==> src/rtl/fifo_wr_arbiter.sv <==
// rtl/fifo_wr_arbiter.sv - round-robin arbiter sharing one FIFO write port among N_REQ producers
// Grants one producer at a time for bursts of up to MAX_BURST beats, stalling while the FIFO is full.
module fifo_wr_arbiter #(
  parameter int N_REQ     = 4,
  parameter int DW        = 8,
  parameter int MAX_BURST = 4,
  parameter int IDW       = 2
) (
  input  logic                clk,
  input  logic                rst,
  input  logic [N_REQ-1:0]    req,
  input  logic [N_REQ*DW-1:0] req_data,
  output logic [N_REQ-1:0]    gnt,
  input  logic                full,
  output logic                wr_en,
  output logic [DW-1:0]       wr_data,
  output logic [IDW-1:0]      owner,
  output logic                busy
);

  localparam int BCW = $clog2(MAX_BURST) + 1;

  localparam logic [0:0] S_IDLE  = 1'b0;
  localparam logic [0:0] S_GRANT = 1'b1;

  logic [0:0]     state;
  logic [IDW-1:0] rr_ptr;
  logic [BCW-1:0] burst_cnt;

  logic           owner_req;
  logic [DW-1:0]  owner_data;
  logic           beat;
  logic           last_beat;
  logic [IDW-1:0] next_ptr;
  logic [IDW-1:0] sel;
  logic [IDW-1:0] cand;
  logic           found;

  always_comb begin
    owner_req  = 1'b0;
    owner_data = '0;
    for (int i = 0; i < N_REQ; i++) begin
      if (owner == IDW'(i)) begin
        owner_req  = req[i];
        owner_data = req_data[i*DW +: DW];
      end
    end
  end

  // Scan from rr_ptr upward (mod N_REQ); the first requester found wins.
  always_comb begin
    sel   = rr_ptr;
    found = 1'b0;
    cand  = '0;
    for (int i = 0; i < N_REQ; i++) begin
      cand = IDW'((32'(rr_ptr) + 32'(i)) % N_REQ);
      if (!found && req[cand]) begin
        sel   = cand;
        found = 1'b1;
      end
    end
  end

  // rst in the beat term voids any beat that coincides with reset.
  assign beat      = (state == S_GRANT) && owner_req && !full && rst;
  assign last_beat = beat && (burst_cnt == BCW'(MAX_BURST - 1));
  assign next_ptr  = (owner == IDW'(N_REQ - 1)) ? '0 : owner + 1'b1;

  assign wr_en   = beat;
  assign wr_data = beat ? owner_data : '0;
  assign gnt     = beat ? (N_REQ'(1) << owner) : '0;
  assign busy    = (state == S_GRANT);

  always_ff @(posedge clk or negedge rst) begin
    if (!rst) begin
      state     <= S_IDLE;
      rr_ptr    <= '0;
      owner     <= '0;
      burst_cnt <= '0;
    end else if (state == S_IDLE) begin
      if (found) begin
        state     <= S_GRANT;
        owner     <= sel;
        burst_cnt <= '0;
      end
    end else begin
      if (!owner_req) begin
        state  <= S_IDLE;
        rr_ptr <= next_ptr;
      end else if (last_beat) begin
        state     <= S_IDLE;
        rr_ptr    <= next_ptr;
        burst_cnt <= '0;
      end else if (beat) begin
        burst_cnt <= burst_cnt + 1'b1;
      end
    end
  end

endmodule

==> config.mk <==
export PLATFORM = sky130hd
export DESIGN_NAME = fifo_wr_arbiter
export DESIGN_NICKNAME = d
export VERILOG_FILES = /design/src/rtl/fifo_wr_arbiter.sv
export SDC_FILE = /design/constraint.sdc
export NUM_CORES = 1
export LEC_CHECK = 0
export ABC_AREA = 1
export CORE_MARGIN = 3
export CORE_UTILIZATION = 45
export DETAILED_ROUTE_END_ITERATION = 7
export DONT_BUFFER_PORTS = 1
export PLACE_DENSITY = 0.64
export REMOVE_ABC_BUFFERS = 1
export SYNTH_ARGS = -nofsm -noshare
export SYNTH_HDL_FRONTEND = slang
export SYNTH_SLANG_ARGS = --single-unit
==> constraint.sdc <==
create_clock -name clk -period 3.2 [get_ports clk]
set_input_delay 0.48 -clock clk [delete_from_list [all_inputs] [get_ports clk]]
set_output_delay 0.48 -clock clk [all_outputs]
set_load 0.03 [all_outputs]
# == Word level (Yosys, flattened, before mapping) ==
# Cells that the tools add are included.
# op_classes
addsub,5
n_lt_le_gt_ge,4
n_eq_ne,7
shift,1
mux,37
n_bitwise,1
n_reduce_logical,16
# op_table
op,count
two-way mux 8 bit,5
two-way mux 1 bit,16
two-way mux 3 bit,5
less-than comparator 2 x 3 -> 1 bit (second input constant),4
two-way mux 2 bit,6
binary-select mux 1 bit (select 2 bit),4
logical AND 1 bit,7
adder 2 x 1 -> 2 bit (second input constant),2
adder 2 bit (second input constant),2
equality test 2 bit (second input constant),2
logical NOT 1 bit,4
two-way mux 4 bit,1
!= test 2 x 1 -> 1 bit (second input constant),2
AND reduction 2 bit,2
left shift 1 x 2 -> 4 bit (first input constant),1
adder 3 x 1 -> 3 bit (second input constant),1
equality test 3 x 2 -> 1 bit (second input constant),1
!= test 3 x 1 -> 1 bit (second input constant),1
AND reduction 3 bit,1
equality test 2 x 1 -> 1 bit (second input constant),1
logical NOT 2 bit,1
nonzero test 2 bit,1
inverter 1 bit,1
# word_totals
ff_bits,8
output_inout_bits,16
wordCells,75

# == Logic depth before layout (Yosys ltp) ==
# depth
ltp_word,14
depth_mapped,14

# == Worst setup path after synthesis ==
# No wires, ideal clock.
# synth_path
path_kind,register to output
startpoint,register owner[1]
endpoint,output port wr_data[3]
arrival_ps,2120
t_required_ps,2720
path_slack_ps,600
path_stages_with_launch,13
path_buffers,2
cell_sequence,dfrtp_1 -> inv_1 -> ha_1 -> buf_4 -> inv_2 -> nand2_1 -> inv_2 -> nand2_1 -> a31o_1 -> nand2_1 -> nand2_2 -> buf_6 -> nor2_1
# synth_via
elab_chain_len,9
word_cells_on_any_way,16
classes_between,eq/ne (3); mux (9); reduce/logical (4)
# synth_rtl
item,line,text
"start, declared",17,"output logic [IDW-1:0] owner,"
"start signal, assigned",83,owner <= sel;
logical NOT 2 bit,43,if (owner == IDW'(i)) begin
two-way mux 1 bit (4 in series),43,
logical AND 1 bit (3 in series),65,assign beat = (state == S_GRANT) && owner_req && !full && rst;
two-way mux 8 bit (*),70,assign wr_data = beat ? owner_data : '0;
"end, declared",16,"output logic [DW-1:0] wr_data,"
# Every way passes the cells marked *; elsewhere a longest branch is shown, timed or not.

# == Final worst setup path ==
# layout_path
startpoint,register owner[1]
endpoint,output port wr_data[4]
# Same word-level chain as after synthesis.

==> results_dict.tcl <==
set metrics [dict create \
    io_buffers 0 \
    p_seq_share_pct 21.4 \
    peakVddDrop_uv 544 \
    drc 0 \
    die_w_um 53.2 \
    worst-path-max-fanout 15 \
    die_h_um 53.2 \
    yosysWarningCount 0 \
    syn_to_final_growth_pct 11.1 \
    routed_wl_mm 2.56 \
    end_kind "output port" \
    p_sw_uw 675 \
    wl_per_cell_um 12.9 \
    drtIter0Drc 10 \
    place_inst 194 \
    final_hold_viol_count 0 \
    hold_path.class "flop to flop" \
    worstMarginPinSlew_ps 588 \
    grt_pass1_wl_mm 4.11 \
    synthAdderAreaFrac_pct 6.23 \
    combPwrFrac_pct 72.2 \
    synth_edf_count 0 \
    syn_avg_cell_area_um2 6.19 \
    synth_top_family_by_area "simple AND/OR/NAND/NOR gates" \
    firstDrtPassIters 3 \
    clk_path_buf_depth 2 \
    p_total_uw 1150 \
    power.leakage_uw 0.000573 \
    p_clk_share_pct 6.4 \
    ctsResizeCount 0 \
    p_int_uw 471 \
    hpwl_mm 2.08 \
    ys_seq_elements 8 \
    layoutNonFillerInstCount 198 \
    synth_compound_area_share_pct 24.1 \
    setup_violations 0 \
    setup-tns-final_ps 0 \
    root_buffer "clkbuf_4" \
    grt_pass1_vias 993 \
    initial_core_util_pct 49.1 \
    cp.required_ps 2720 \
    async_flop_share_pct 100 \
    skew_ps 0.475 \
    holdWs_ps 506 \
    final_cell_mix "nand2_1 (45), o21ai_0 (18), nor2_1 (16)" \
    clk_pin_slew_ps 50 \
    grt.busiest_layer "met2" \
    outcome "finished, final reports clean" \
    maxCapViolCount 0 \
    antenna_left 0 \
    final_common_cell "nand2_1" \
    cts_sinks 8 \
    row_count 16 \
    cts_tree "done" \
    crit_arrival_ps 2440 \
    drv_slew 0 \
    met2_usage_pct 34.7 \
    synthMuxAreaShare_pct 0 \
    vias 1059 \
    clkLatencyLatePin_ps 240 \
    antennaDiodeCount 0 \
    track_usage_pct 18.8 \
    grt_overflow_total 0 \
    syn_inst 162 \
    num_io_pins 55 \
    start_kind "flop" \
    slew_headroom_pct 60.6 \
    synthesis.area_um2 1000 \
    fmax_ghz 0.343 \
    synth_xor_area_share_pct 0 \
    grt_use_met3_pct 4.51 \
    layout.nets 217 \
    core_um2 2040 \
    htree_num_levels 1 \
    sw_frac_of_total_pct 58.9 \
    rsz0062_at_grt "no" \
    synth.distinct_cells 25 \
    yosys.area_share.simple_pct 39.0 \
    use_met1_pct 22.9 \
    antenna_found_initial 0 \
    viasPerCell 5.35 \
    synth_ff_type "dfrtp_1" \
    min_period_ps 2920 \
    post-place-ws_ps 546 \
    drive_above_1_share_pct 19.9 \
    grt_max_degree 16 \
    powerDensity_nw_per_um2 1030 \
    min_period_over_period_pct 91.1 \
    ys_seq_area_share_pct 20.0 \
    numCtsBuffers 3 \
    dieArea_um2 2830 \
    globalplace.congestion 0.728 \
    layout_setup_ws_ps 284 \
    path_class "flop to output port" \
]
[critical path: stages (launching register included)]
cell and delay (ps):
dfrtp_1 590, inv_1 120, ha_1 340, inv_2 100
nand2_1 60, inv_2 140, nand2_1 70, a31o_1 180
nand2_1 80, nand2_2 180, nor2_1 160, buf_4 170
[flip-flops by register name (all words and copies together), names as in the netlist]
signal,flops
burst_cnt,3
rr_ptr,2
owner,2
busy,1
[cells in the mapped netlist, types with 2 or more instances]
library cell  count  area share [%]
nand3_1          13             6.5
clkbuf_1          3             1.1
o21ai_1           5             2.5
inv_2             7             2.6
ha_1              5             6.2
a22oi_1           6             4.5
a21oi_1           6             3.0
o21ai_0          18             9.0
nor2_1           16             6.0
a221oi_1          2             1.7
dfrtp_1           8              20
nand2_1          45              17
inv_1            10             3.7
buf_4             2             1.5
nand2_4           4             4.5
nand2_2           3             1.9
[path summary, 6_finish.rpt]
path,startpoint,endpoint,slack [ps],cells after the start
max,owner[1],wr_data[4],280,11
min,burst_cnt[1],burst_cnt[1],510,2
max reg2reg,owner[1],burst_cnt[0],780,12
min reg2reg,burst_cnt[1],burst_cnt[1],510,2
max in group asynchronous,rst,burst_cnt[1],2360,1
min in group asynchronous,rst,owner[1],580,1
[metal layers]
layer / wire length [um] / vias up / part of all wire [%]
li1: - / 557 / -
met5: 0 / - / 0
met1: 1110 / 472 / 43
met4: 0 / 0 / 0
met2: 1310 / 30 / 51
met3: 142 / 0 / 5.5
[kinds of logic (layout without fill, tap and decap cells)]
group	count (synthesis)	after routing
flip-flops	8	8
AO/OA/AOI/OAI	40	40
adder cells (fa/ha/maj)	5	5
buffers and inverters	24	33
AND/OR/NAND/NOR	85	85
[what timing repair did]
| action | in CTS | in global routing |
|---|---|---|
| buffers inserted | 0 | 0 |
| hold endpoints to repair | 8 | 0 |
| hold buffers | 1 | 0 |
[metrics by stage]
| step | instance area, um2 | util (%) |
|---|---|---|
| global route | 1110 | 54.6 |
| finish | 1110 | 54.6 |
| CTS | 1110 | 54.6 |
| global placement | 1080 | 53.0 |
| floorplan | 966 | - |
| detailed placement | 1080 | 53.0 |
[power by group through the flow]
stage | clock network, uW | logic, uW | registers, uW
2_1_floorplan | 0 | 689 | 228
3_3_place_gp | 0 | 809 | 245
3_5_place_dp | 0 | 827 | 248
4_1_cts | 78.0 | 833 | 246
5_1_grt | 84.8 | 939 | 254
6_report | 73.2 | 827 | 246
[final cells by class]
cell class | instances | area, um2
Fill cell | 217 | 927
Multi-Input combinational cell | 130 | 696
Sequential cell | 8 | 200
Timing Repair Buffer | 12 | 92.6
Inverter | 18 | 70.1
Tap cell | 27 | 33.8
Clock buffer | 3 | 22.5
Power figures use the tool's default switching activity.
